### src/rtl/req_arbiter_4to1_fsm.sv
// -----------------------------------------------------------------------------
// req_arbiter_4to1_fsm
//
// Purpose:
//   Clocked 4-requester arbiter in front of a shared datapath. The winner is
//   resolved like the 4-to-2 priority encoder (req[3] highest, req[0] lowest).
//   It is then registered and held by an IDLE/BUSY/GAP state machine. An owner
//   keeps the grant until it drops its request or until it has held the grant
//   for MAX_HOLD consecutive cycles. Every release is followed by exactly one
//   dead GAP cycle.
//
// Ports:
//   clk        in   1  rising-edge clock
//   rst_n      in   1  asynchronous active-low reset
//   req        in   4  level-sensitive request lines, bit i = requester i
//   gnt        out  4  registered one-hot grant, zero when there is no owner
//   gnt_idx    out  2  registered binary index of the owner, 0 when idle
//   gnt_valid  out  1  registered, 1 while a grant is held
//   preempt    out  1  one-cycle pulse when MAX_HOLD withdraws the grant
//
// Parameters:
//   MAX_HOLD   maximum consecutive grant cycles per owner (1..15, 0 = unlimited)
//   CNT_W      hold counter width, 2**CNT_W > MAX_HOLD
//
// Optional feature (macro ROUND_ROBIN_EN):
//   When defined, every exit from BUSY sets rr_ptr to owner+1 (mod 4). The
//   next IDLE selection searches circularly from rr_ptr. When undefined, the
//   selection is fixed priority and there is no rotation logic.
// -----------------------------------------------------------------------------
module req_arbiter_4to1_fsm #(
  parameter int MAX_HOLD = 8,
  parameter int CNT_W    = 4
) (
  input  logic       clk,
  input  logic       rst_n,
  input  logic [3:0] req,
  output logic [3:0] gnt,
  output logic [1:0] gnt_idx,
  output logic       gnt_valid,
  output logic       preempt
);

  typedef enum logic [1:0] {
    S_IDLE = 2'd0,
    S_BUSY = 2'd1,
    S_GAP  = 2'd2
  } state_e;

  // Fixed priority: the highest-numbered asserted request wins.
  function automatic logic [1:0] fixed_winner(input logic [3:0] r);
    logic [1:0] w;
    if (r[3]) begin
      w = 2'd3;
    end else if (r[2]) begin
      w = 2'd2;
    end else if (r[1]) begin
      w = 2'd1;
    end else begin
      w = 2'd0;
    end
    return w;
  endfunction

  function automatic logic [3:0] to_onehot(input logic [1:0] i);
    return 4'b0001 << i;
  endfunction

`ifdef ROUND_ROBIN_EN
  // Circular search from ptr. Walking the offsets from far to near and
  // overwriting leaves the nearest asserted index, so ptr itself wins first.
  function automatic logic [1:0] rr_winner(input logic [3:0] r, input logic [1:0] ptr);
    logic [1:0] w;
    logic [1:0] cand;
    w = ptr;
    for (int k = 3; k >= 0; k--) begin
      cand = ptr + 2'(k);
      if (r[cand]) begin
        w = cand;
      end else begin
        w = w;
      end
    end
    return w;
  endfunction
`endif

  state_e           state_q, state_d;
  logic [3:0]       gnt_q, gnt_d;
  logic [1:0]       gnt_idx_q, gnt_idx_d;
  logic             gnt_valid_q, gnt_valid_d;
  logic             preempt_q, preempt_d;
  logic [CNT_W-1:0] hold_cnt_q, hold_cnt_d;
  logic [1:0]       winner_s;
  logic             limit_hit_s;

`ifdef ROUND_ROBIN_EN
  logic [1:0] rr_ptr_q, rr_ptr_d;
  // Rotation takes effect only after the first release. Until then the
  // selection is fixed priority, so req[3] wins the first round after reset.
  logic       rr_armed_q, rr_armed_d;
`endif

  // Pick the candidate owner for the next IDLE arbitration.
  always_comb begin
`ifdef ROUND_ROBIN_EN
    if (rr_armed_q) begin
      winner_s = rr_winner(req, rr_ptr_q);
    end else begin
      winner_s = fixed_winner(req);
    end
`else
    winner_s = fixed_winner(req);
`endif
  end

  // The hold limit is compared only when it is enabled (MAX_HOLD != 0).
  assign limit_hit_s = (MAX_HOLD != 0) && (hold_cnt_q == CNT_W'(MAX_HOLD));

  // Next-state and next-output computation for the grant FSM.
  always_comb begin
    state_d     = state_q;
    gnt_d       = gnt_q;
    gnt_idx_d   = gnt_idx_q;
    gnt_valid_d = gnt_valid_q;
    preempt_d   = 1'b0;
    hold_cnt_d  = hold_cnt_q;
`ifdef ROUND_ROBIN_EN
    rr_ptr_d    = rr_ptr_q;
    rr_armed_d  = rr_armed_q;
`endif
    case (state_q)
      S_IDLE: begin
        if (|req) begin
          state_d     = S_BUSY;
          gnt_d       = to_onehot(winner_s);
          gnt_idx_d   = winner_s;
          gnt_valid_d = 1'b1;
          hold_cnt_d  = {{(CNT_W-1){1'b0}}, 1'b1};
        end else begin
          state_d     = S_IDLE;
          gnt_d       = 4'b0000;
          gnt_idx_d   = 2'd0;
          gnt_valid_d = 1'b0;
          hold_cnt_d  = {CNT_W{1'b0}};
        end
      end
      S_BUSY: begin
        if (!req[gnt_idx_q] || limit_hit_s) begin
          // Release: voluntary drop, or forced withdrawal at the hold limit.
          state_d     = S_GAP;
          gnt_d       = 4'b0000;
          gnt_idx_d   = 2'd0;
          gnt_valid_d = 1'b0;
          preempt_d   = req[gnt_idx_q];
          hold_cnt_d  = {CNT_W{1'b0}};
`ifdef ROUND_ROBIN_EN
          rr_ptr_d    = gnt_idx_q + 2'd1;
          rr_armed_d  = 1'b1;
`endif
        end else begin
          // Grant is stable; hold_cnt is frozen when the limit is disabled
          // and saturates instead of wrapping.
          state_d = S_BUSY;
          if ((MAX_HOLD != 0) && (hold_cnt_q != {CNT_W{1'b1}})) begin
            hold_cnt_d = hold_cnt_q + {{(CNT_W-1){1'b0}}, 1'b1};
          end else begin
            hold_cnt_d = hold_cnt_q;
          end
        end
      end
      S_GAP: begin
        state_d     = S_IDLE;
        gnt_d       = 4'b0000;
        gnt_idx_d   = 2'd0;
        gnt_valid_d = 1'b0;
        hold_cnt_d  = {CNT_W{1'b0}};
      end
      default: begin
        state_d     = S_IDLE;
        gnt_d       = 4'b0000;
        gnt_idx_d   = 2'd0;
        gnt_valid_d = 1'b0;
        hold_cnt_d  = {CNT_W{1'b0}};
      end
    endcase
  end

  // State and registered outputs; reset clears everything asynchronously.
  always_ff @(posedge clk or negedge rst_n) begin
    if (!rst_n) begin
      state_q     <= S_IDLE;
      gnt_q       <= 4'b0000;
      gnt_idx_q   <= 2'd0;
      gnt_valid_q <= 1'b0;
      preempt_q   <= 1'b0;
      hold_cnt_q  <= {CNT_W{1'b0}};
`ifdef ROUND_ROBIN_EN
      rr_ptr_q    <= 2'd0;
      rr_armed_q  <= 1'b0;
`endif
    end else begin
      state_q     <= state_d;
      gnt_q       <= gnt_d;
      gnt_idx_q   <= gnt_idx_d;
      gnt_valid_q <= gnt_valid_d;
      preempt_q   <= preempt_d;
      hold_cnt_q  <= hold_cnt_d;
`ifdef ROUND_ROBIN_EN
      rr_ptr_q    <= rr_ptr_d;
      rr_armed_q  <= rr_armed_d;
`endif
    end
  end

  assign gnt       = gnt_q;
  assign gnt_idx   = gnt_idx_q;
  assign gnt_valid = gnt_valid_q;
  assign preempt   = preempt_q;

endmodule
### config.mk
export PLATFORM = sky130hd
export DESIGN_NAME = req_arbiter_4to1_fsm
export DESIGN_NICKNAME = d
export VERILOG_FILES = /design/src/rtl/req_arbiter_4to1_fsm.sv
export SDC_FILE = /design/constraint.sdc
export NUM_CORES = 1
export LEC_CHECK = 0
export CAP_MARGIN = 20
export CORE_MARGIN = 2
export CORE_UTILIZATION = 40
export DETAILED_ROUTE_END_ITERATION = 8
export PLACE_DENSITY = 0.61
export SKIP_LAST_GASP = 1
export SLEW_MARGIN = 10
export SYNTH_ARGS = -nofsm -noshare
export SYNTH_HDL_FRONTEND = slang
export SYNTH_SLANG_ARGS = --single-unit
### constraint.sdc
create_clock -name clk -period 2 [get_ports clk]
set_clock_uncertainty 0.15 [all_clocks]
set_input_delay 0.3 -clock clk [delete_from_list [all_inputs] [get_ports clk]]
set_output_delay 0.3 -clock clk [all_outputs]
set_load 0.01 [all_outputs]
### Word level (Yosys, flattened, before mapping)

Index checks and enable logic that the tools add are counted.

| storage, ports and cells | value |
|---|---|
| flip-flop bits (word level) | 14 |
| logic and storage cells | 41 |

| operators by class | value |
|---|---|
| reduce and logical (&&, ||, !) cells | 4 |
| eq/ne operators | 5 |
| mux-type cells | 23 |
| shift operators | 1 |
| add/sub/neg operators | 1 |
| order comparisons | 1 |

Operators by type and width:

| operator | count |
|---|---|
| two-way mux 4 bit | 4 |
| case mux 4 bit (2 select lines) | 2 |
| two-way mux 2 bit | 5 |
| two-way mux 1 bit | 8 |
| case mux 2 bit (2 select lines) | 2 |
| adder 4 x 1 -> 4 bit, second input constant | 1 |
| equality test 4 bit, second input constant | 1 |
| inequality test 4 bit, second input constant | 1 |
| OR reduction 4 bit | 1 |
| left shift 1 x 2 -> 4 bit, first input constant | 1 |
| less-than comparator 2 x 3 -> 1 bit, second input constant | 1 |
| inequality test 3 bit, second input constant | 1 |
| binary-select mux 1 bit (select 2 bit) | 1 |
| equality test 2 x 1 -> 1 bit, second input constant | 1 |
| zero test 2 bit | 1 |
| inequality test 2 bit, second input constant | 1 |
| case mux 1 bit (2 select lines) | 1 |
| zero test 1 bit | 1 |
| logical OR 1 bit | 1 |

### Logic depth before layout (Yosys ltp)

Gate-level depths: netlist of the first run.

| logic depth | value |
|---|---|
| depth in word-level cells | 6 |
| mapped depth | 5 |

### Worst setup path before layout of the first run

Ideal clock, no wire load.

| path | value |
|---|---|
| kind | register to register |
| start | register gnt_idx_q[0], in the netlist gnt_idx[0] |
| end | register gnt_q[1], in the netlist gnt[1] |
| slack | 0.336 ns |
| buffers on the path | 0 |
| arrival | 1.393 ns |
| period minus slack after synthesis | 1.664 ns |
| stages on the path, launching flop included | 4 |
| cells stage by stage | dfrtp_1 > mux4_2 > and3_4 > a22o_1 |

| between the ends | value |
|---|---|
| longest elaborated chain between the ends | 5 |

RTL lines:

| item | RTL line | source |
|---|---|---|
| start, declared | 89 | `logic [1:0] gnt_idx_q, gnt_idx_d;` |
| start signal, assigned | 204 | `gnt_idx_q <= gnt_idx_d;` |
| binary-select mux 1 bit (select 2 bit) | 148 | `if (!req[gnt_idx_q] \|\| limit_hit_s) begin` |
| two-way mux 1 bit (not written as such) | 148 |  |
| zero test 1 bit | 148 |  |
| logical OR 1 bit | 148 |  |
| inequality test 2 bit (no line) | - |  |
| end signal, assigned | 203 | `gnt_q <= gnt_d;` |
| end, declared | 88 | `logic [3:0] gnt_q, gnt_d;` |

No other way between the ends. The select of a mux whose other input is x is not followed.
A chain may end at the register's enable or synchronous reset.

### Final worst setup path of the first run

| path | value |
|---|---|
| start | register gnt_idx_q[1], in the netlist gnt_idx[1] |
| end | output gnt_idx[1] |

RTL lines:

| item | RTL line | source |
|---|---|---|
| end, declared | 38 | `output logic [1:0] gnt_idx,` |

No word-level cell between the ends.

==> results of run 1 <==
-- layer usage --
| metal | track usage | up-vias | wire length [um] |
|---|---|---|---|
| li1 | - | 298 | - |
| met2 | 0.2384 | 15 | 627 |
| met4 | 0.03333 | 0 | 0 |
| met3 | 0.06923 | 0 | 72 |
| met1 | 0.2244 | 292 | 714 |
| met5 | 0 | - | 0 |
-- power by group through the flow --
stage	sequential (W)	clock, W	combinational (W)
finish	0.000495	0.000146	0.000483
global route	0.000514	0.000170	0.000537
CTS	0.000491	0.000153	0.000490
detailed placement	0.000496	0	0.000487
global placement	0.000493	0	0.000487
floorplan	0.000463	0	0.000315
-- cell usage after synthesis (3+ instances only) --
library cell	count	area share
inv_1	4	0.020
nand3_1	3	0.020
dfrtp_1	14	0.48
nor3_1	3	0.020
nor3b_1	3	0.031
nor2_1	4	0.020
nand4_1	4	0.034
-- path summary, 6_finish.rpt --
check | slack, ns | endpoint | start | depth (start not counted)
worst max-delay path | 0.28 | gnt_idx[1] | gnt_idx[1]$_DFFE_PN0P_ | 1
worst min-delay path | 0.25 | gnt[0]$_DFFE_PN0P_ | rst_n | 1
worst max register to register | 0.29 | gnt[1]$_DFFE_PN0P_ | hold_cnt_q[0]$_DFFE_PN0P_ | 5
worst min register to register | 0.34 | gnt_valid$_DFFE_PN0P_ | gnt_valid$_DFFE_PN0P_ | 1
max in group asynchronous | 1.06 | gnt[2]$_DFFE_PN0P_ | rst_n | 1
min in group clk | 0.34 | gnt_valid$_DFFE_PN0P_ | gnt_valid$_DFFE_PN0P_ | 1
-- registers in the layout (all words and copies together), names as in the netlist --
register / cells
gnt: 4
gnt_idx: 2
gnt_valid: 1
preempt: 1
hold_cnt_q: 4
state_q: 2
-- stage by stage --
step | instances | instance area, sq um | setup slack (ns) | power (W)
floorplan | 68 | 733.2 | 0.3363 | 0.0007779
global placement | 108 | 919.6 | 0.06777 | 0.0009799
detailed placement | 108 | 919.6 | 0.04980 | 0.0009831
CTS | 111 | 942.2 | 0.2614 | 0.001134
global route | 111 | 942.2 | 0.1481 | 0.001222
finish | 111 | 942.2 | 0.2836 | 0.001123
-- cells by family (layout without fill, tap and decap cells) --
kind of cell             count (synthesis)  count (layout)  synth area share
flip-flops                              14              14            0.4778
AND/OR/NAND/NOR                         27              27            0.2201
buffers and inverters                    7              25           0.03753
adder cells (fa/ha/maj)                  2               2           0.03412
multiplexers                             4               4           0.07508
AO/OA/AOI/OAI                           14              14            0.1553
-- cell type report --
| type | count | area [sq um] | area share |
|---|---|---|---|
| inverter | 4 | 15.01 | 0.01594 |
| tap | 25 | 31.28 | 0.03320 |
| sequential | 14 | 350.3 | 0.3718 |
| clock buffer | 3 | 22.52 | 0.02390 |
| timing repair buffer | 18 | 167.7 | 0.1780 |
| multi-input combinational | 47 | 355.3 | 0.3772 |
==> metrics.yaml, run 1 <==
synth_area_sq_um: 733.2
fin_tns_setup_ns: 0
drive_gt1_frac: 0.1628
path_clk_slew_ns: 0.07
max-cap-violations: 0
viasPerCell: 5.450
nFillCells: 163
port_buffers: 13
timing.final.crit_period_ns: 1.716
worstSkewPairLatency_ns: 0.27
cts.htree.levels: 1
cp-start-kind: "register"
p_sw_w: 0.0004025
die-width_um: 46.82
nNetsFinal: 96
synth_top_flop_cell: "dfrtp_1"
critPathMaxStageDelay_ns: 0.57
path_cells: "clkdlybuf4s50_1"
arrival_ns: 1.27
fin_util: 0.5457
ys_seq_area_frac: 0.4778
hold_class: "in2async"
place.gp.congestion: 0.8026
grt_antenna_before_repair: 0
cts.sinks: 14
grt_overflow_total: 0
num_antenna_cells: 0
postCtsSetupRepairBufs: 0
synth_edf_count: 0
drtIter0Drc: 9
grt_util_all_layers: 0.1618
p_sw_frac: 0.3583
endpoint_kind: "primary output"
finalWirelength_mm: 1.414
async_flop_share: 1.000
max_slew_margin: 0.6021
synth_nets: 76
coreArea_sq_mm: 0.001727
cellPowerDensity_mw_per_mm2: 1192
cp.required_ns: 1.55
synth-seq-cells: 14
cp_top_family: "buffers and inverters"
initial_core_util: 0.4246
seq_power_share: 0.441
rsz0062_at_grt: "no"
crit_type: "reg2out"
combPwrFrac: 0.430
grt_pass1_wl_mm: 2.463
grt_pass1_vias: 539
drcViolationCount: 0
power_leakage_nw: 0.4172
routedWlPerCell_um: 12.74
syn_avg_cell_area_sq_um: 10.78
fin_crit_sh: 0.8582
path_buf_inv: 1
cts_buffers: 3
final_cell_mix: "14 x dfrtp_1, 13 x clkdlybuf4s50_1, 5 x buf_4"
holdBufCountCts: 0
final_common_cell: "dfrtp_1"
ios: 14
grt_max_degree: 15
finalSetupViolCount: 0
drtAntennaViolNets: 0
via_count: 605
drt_first_pass_iters: 4
crit_path_max_fanout: 5
clockRootBuffer: "clkbuf_4"
die_height_um: 46.82
pwr-share-clk: 0.130
ctsResizeCount: 0
p_int_w: 0.0007210
clk_path_buf_depth: 2
finalHoldViolCount: 0
rows: 15
postSynthCellCount: 68
fmax_mhz: 582.6
dp_hpwl_mm: 1.056
critPathSlowestCell: "clkdlybuf4s50_1"
yosysWarningCount: 0
status: "completed"
ir_drop_uv: 749.0
cts_tree: "yes"
synthDistinctLibCells: 31
slew_viol_final: 0
area_delta_synth_final_pct: 28.50
dieArea_sq_mm: 0.002192
tightest_slew_ns: 0.5951
whs_ns: 0.2531
No activity file was read; power rests on OpenSTA's default activity.
==> run 2: changes to the inputs <==
--- a/config.mk
+++ b/config.mk
@@ -5,11 +5,13 @@
 export SDC_FILE = /design/constraint.sdc
 export NUM_CORES = 1
 export LEC_CHECK = 0
+export ABC_AREA = 1
 export CAP_MARGIN = 20
 export CORE_MARGIN = 2
 export CORE_UTILIZATION = 40
 export DETAILED_ROUTE_END_ITERATION = 8
-export PLACE_DENSITY = 0.61
+export DONT_BUFFER_PORTS = 1
+export PLACE_DENSITY = 0.51
 export SKIP_LAST_GASP = 1
 export SLEW_MARGIN = 10
 export SYNTH_ARGS = -nofsm -noshare
==> run 2 against run 1 <==
Effect of this change:
- clock power rose by 38%
- setup slack improved by 0.25 ns
- global-route usage fell by 1.4 points
- synthesized cell count rose by 21%
- routed wire length fell by 12%
- synthesized area fell by 1.5%
- utilization fell by 7.2 points
- non-clock buffer count fell by 16
- largest cell class is now registers
- critical endpoint is now gnt[3]$_DFFE_PN0P_
- sequential share of layout area rose by 6.1 points
- sequential cell count did not move
- sequential power fell by 5.3%
- register-to-register slack improved by 0.24 ns
==> metrics.yaml, run 2 <==
status: "completed"
synth_nets: 90  # +18%
synth_most_common_cell: "nand2_1"
place.gp.congestion: 0.7786  # -3.0%
rr_startpoint: "hold_cnt_q[0]$_DFFE_PN0P_"
synth_compound_area_frac: 0.08319  # -0.07210
timing.final.crit_period_ns: 1.465  # -0.2512 ns
fin_crit_sh: 0.7326  # -0.1256
cp-start-kind: "register"
finalSetupViolCount: 0  # unchanged
cellPowerDensity_mw_per_mm2: 1328  # +11%
grt_max_degree: 15  # unchanged
synthXorXnorAreaFrac: 0  # unchanged
wl_met3_um: 48  # -33%
power_leakage_nw: 0.4017  # -3.7%
m1WireLength_um: 583  # -18%
die_height_um: 46.49  # -0.70%
cts_buffers: 3  # unchanged
cts_tree: "yes"
postCtsSetupRepairBufs: 0  # unchanged
synth_top_family_by_area: "simple AND/OR/NAND/NOR gates"
synth_top_flop_cell: "dfrtp_1"
cp.required_ns: 2.01  # +0.46 ns
num_antenna_cells: 0  # unchanged
hold_start: "req[3]"
dieArea_sq_mm: 0.002161  # -1.4%
crit_start: "hold_cnt_q[0]$_DFFE_PN0P_"
cts.sinks: 14  # unchanged
drcViolationCount: 0  # unchanged
viasPerCell: 4.681  # -14%
final_common_cell: "nand2_1"
endpoint_kind: "register"
p_sw_w: 0.0004492  # +12%
synthAdderAreaFrac: 0.03466  # +0.0005324
crit_path_max_fanout: 7  # +2
dpl_cell_area_sq_um: 753.2  # -18%
routed.top_layer: "met4"
ir_drop_uv: 694.6  # -7.3%
netlist_top_cells_count: "23 x nand2_1, 14 x dfrtp_1, 13 x inv_1"
initial_core_util: 0.4227  # -0.001927
finalHoldViolCount: 0  # unchanged
grt_overflow_total: 0  # unchanged
via_count: 529  # -13%
drive_gt1_frac: 0.1591  # -0.003700
port_buffers: 0  # -13
synthDistinctLibCells: 21  # -32%
p_sw_frac: 0.4180  # +0.05972
postSynthCellCount: 82  # +21%
max-cap-violations: 0  # unchanged
nFillCells: 174  # +6.7%
routedWlPerCell_um: 10.96  # -14%
finalWirelength_mm: 1.239  # -12%
synth_area_sq_um: 721.9  # -1.5%
grt_pass1_vias: 507  # -5.9%
drtIter0Drc: 4  # -5
nNetsFinal: 97  # +1.0%
final_cell_area_sq_um: 809.5  # -14%
area_delta_synth_final_pct: 12.13
rows: 15  # unchanged
fin_tns_setup_ns: 0  # unchanged
yosys.area_share.simple: 0.3120  # +0.09182
tightest_slew_ns: 0.6228  # +0.02770 ns
met2_length_um: 595  # -5.1%
fin_cells: 113  # +1.8%
cts.htree.levels: 1  # unchanged
drt_first_pass_iters: 3  # -1
dp_hpwl_um: 973.3  # -7.8%
clockRootBuffer: "clkbuf_4"
path_clk_slew_ns: 0.08  # about the same
ctsResizeCount: 0  # unchanged
synth_edf_count: 0  # unchanged
slew_viol_final: 0  # unchanged
muxShareOfSynthArea: 0  # -0.07509
grt_util_all_layers: 0.1474  # -0.01438
rsz0062_at_grt: "no"
yosys.area.top_type_share: 0.4853  # +0.007453
clk_path_buf_depth: 2  # unchanged
arrival_ns: 1.48  # +0.21 ns
hold_class: "in2reg"
final_cell_mix: "23 x nand2_1, 14 x dfrtp_1, 13 x inv_1"
die-width_um: 46.49  # -0.70%
crit_type: "reg2reg"
drtAntennaViolNets: 0  # unchanged
ys_top_cells_by_area: "dfrtp_1 49%, nand2_1 12%, inv_1 6.8%, nand3_2 4.2%, ha_1 3.5%"
yosysWarningCount: 0  # unchanged
pwr-share-clk: 0.188  # +0.058
synth.largest_area_cell: "dfrtp_1"
synth-seq-cells: 14  # unchanged
fmax_mhz: 682.5  # +17%
ys_seq_area_frac: 0.4853  # +0.007453
syn_avg_cell_area_sq_um: 8.804  # -18%
coreArea_sq_mm: 0.001708  # -1.1%
worstSkewPairLatency_ns: 0.27  # about the same
combPwrFrac: 0.376  # -0.054
ios: 14  # unchanged
max_slew_margin: 0.5835  # -0.01859
grt_pass1_wl_mm: 2.166  # -12%
p_int_w: 0.0006255  # -13%
async_flop_share: 1.000  # unchanged
seq_power_share: 0.436  # -0.005
grt_antenna_before_repair: 0  # unchanged
dpl.cell_count: 107  # -0.93%
==> run 2: cell types whose count changed after synthesis, sizes merged, moves of 3 or more <==
cell   delta
nand4     -3
nand3     +5
nand2    +24
nor3b     -3
inv      +10
o21ai     +5
==> run 2: worst paths after layout <==
path | end | slack (ns) | depth (start not counted)
worst max-delay path | gnt[3]$_DFFE_PN0P_ | 0.53 | 7
worst min-delay path | gnt[3]$_DFFE_PN0P_ | 0.05 | 2
worst max register to register | gnt[3]$_DFFE_PN0P_ | 0.53 | 7
worst min register to register | hold_cnt_q[0]$_DFFE_PN0P_ | 0.40 | 2
max in group asynchronous | hold_cnt_q[2]$_DFFE_PN0P_ | 0.98 | 1
min in group asynchronous | gnt[1]$_DFFE_PN0P_ | 0.32 | 1
==> run 2: final cells by class <==
cell class	instances	area (sq um)	share of cell area
repair buffers	2	20.02	0.02473
well taps	25	31.28	0.03864
flip-flops and latches	14	350.3	0.4328
inverters	15	61.31	0.07573
multi-input cells	53	310.3	0.3833
clock buffers	4	36.28	0.04482
==> run 2: layer usage <==
layer,GRT usage,vias to the layer above
met5,0,-
met4,0.06857,0
met3,0.03922,2
met2,0.2139,10
met1,0.2024,244
li1,-,273
==> run 2: power groups by stage <==
stage	Combinational [W]	Sequential [W]	Clock, W
finish	0.000404	0.000469	0.000202
global placement	0.000405	0.000477	0
global route	0.000466	0.000483	0.000229
floorplan	0.000341	0.000459	0
detailed placement	0.000407	0.000476	0
CTS	0.000416	0.000471	0.000208
==> run 2: kinds of logic after synthesis <==
| kind of cell | count (synthesis) |
|---|---|
| adder cells (fa/ha/maj) | 2 |
| buffers and inverters | 15 |
| AO/OA/AOI/OAI | 10 |
| AND/OR/NAND/NOR | 41 |
| flip-flops | 14 |
==> run 2: critical path, cell delays in order (launching register included) <==
cell and delay, ns:
dfrtp_1 0.40, inv_1 0.10, ha_1 0.17, nand3_2 0.13
nand3_4 0.17, clkinv_4 0.10, nand2_1 0.06, o21ai_0 0.07
==> run 2: through the flow <==
| step | total power [W] | hold WS [ns] | utilization | setup slack, ns |
|---|---|---|---|---|
| finish | 0.001075 | 0.04618 | 0.4740 | 0.5347 |
| global route | 0.001178 | 0.04884 | 0.4740 | 0.4218 |
| global placement | 0.0008823 | -0.1454 | 0.4410 | 0.5667 |
| detailed placement | 0.0008822 | -0.1453 | 0.4410 | 0.5344 |
| CTS | 0.001095 | 0.04003 | 0.4740 | 0.5154 |
| floorplan | 0.0007999 | -0.1456 | - | 0.6543 |
==> run 2: timing repair <==
item | CTS | global route
hold endpoints to repair | 15 | 0
setup endpoints to repair | 0 | 0
hold buffers | 2 | 0
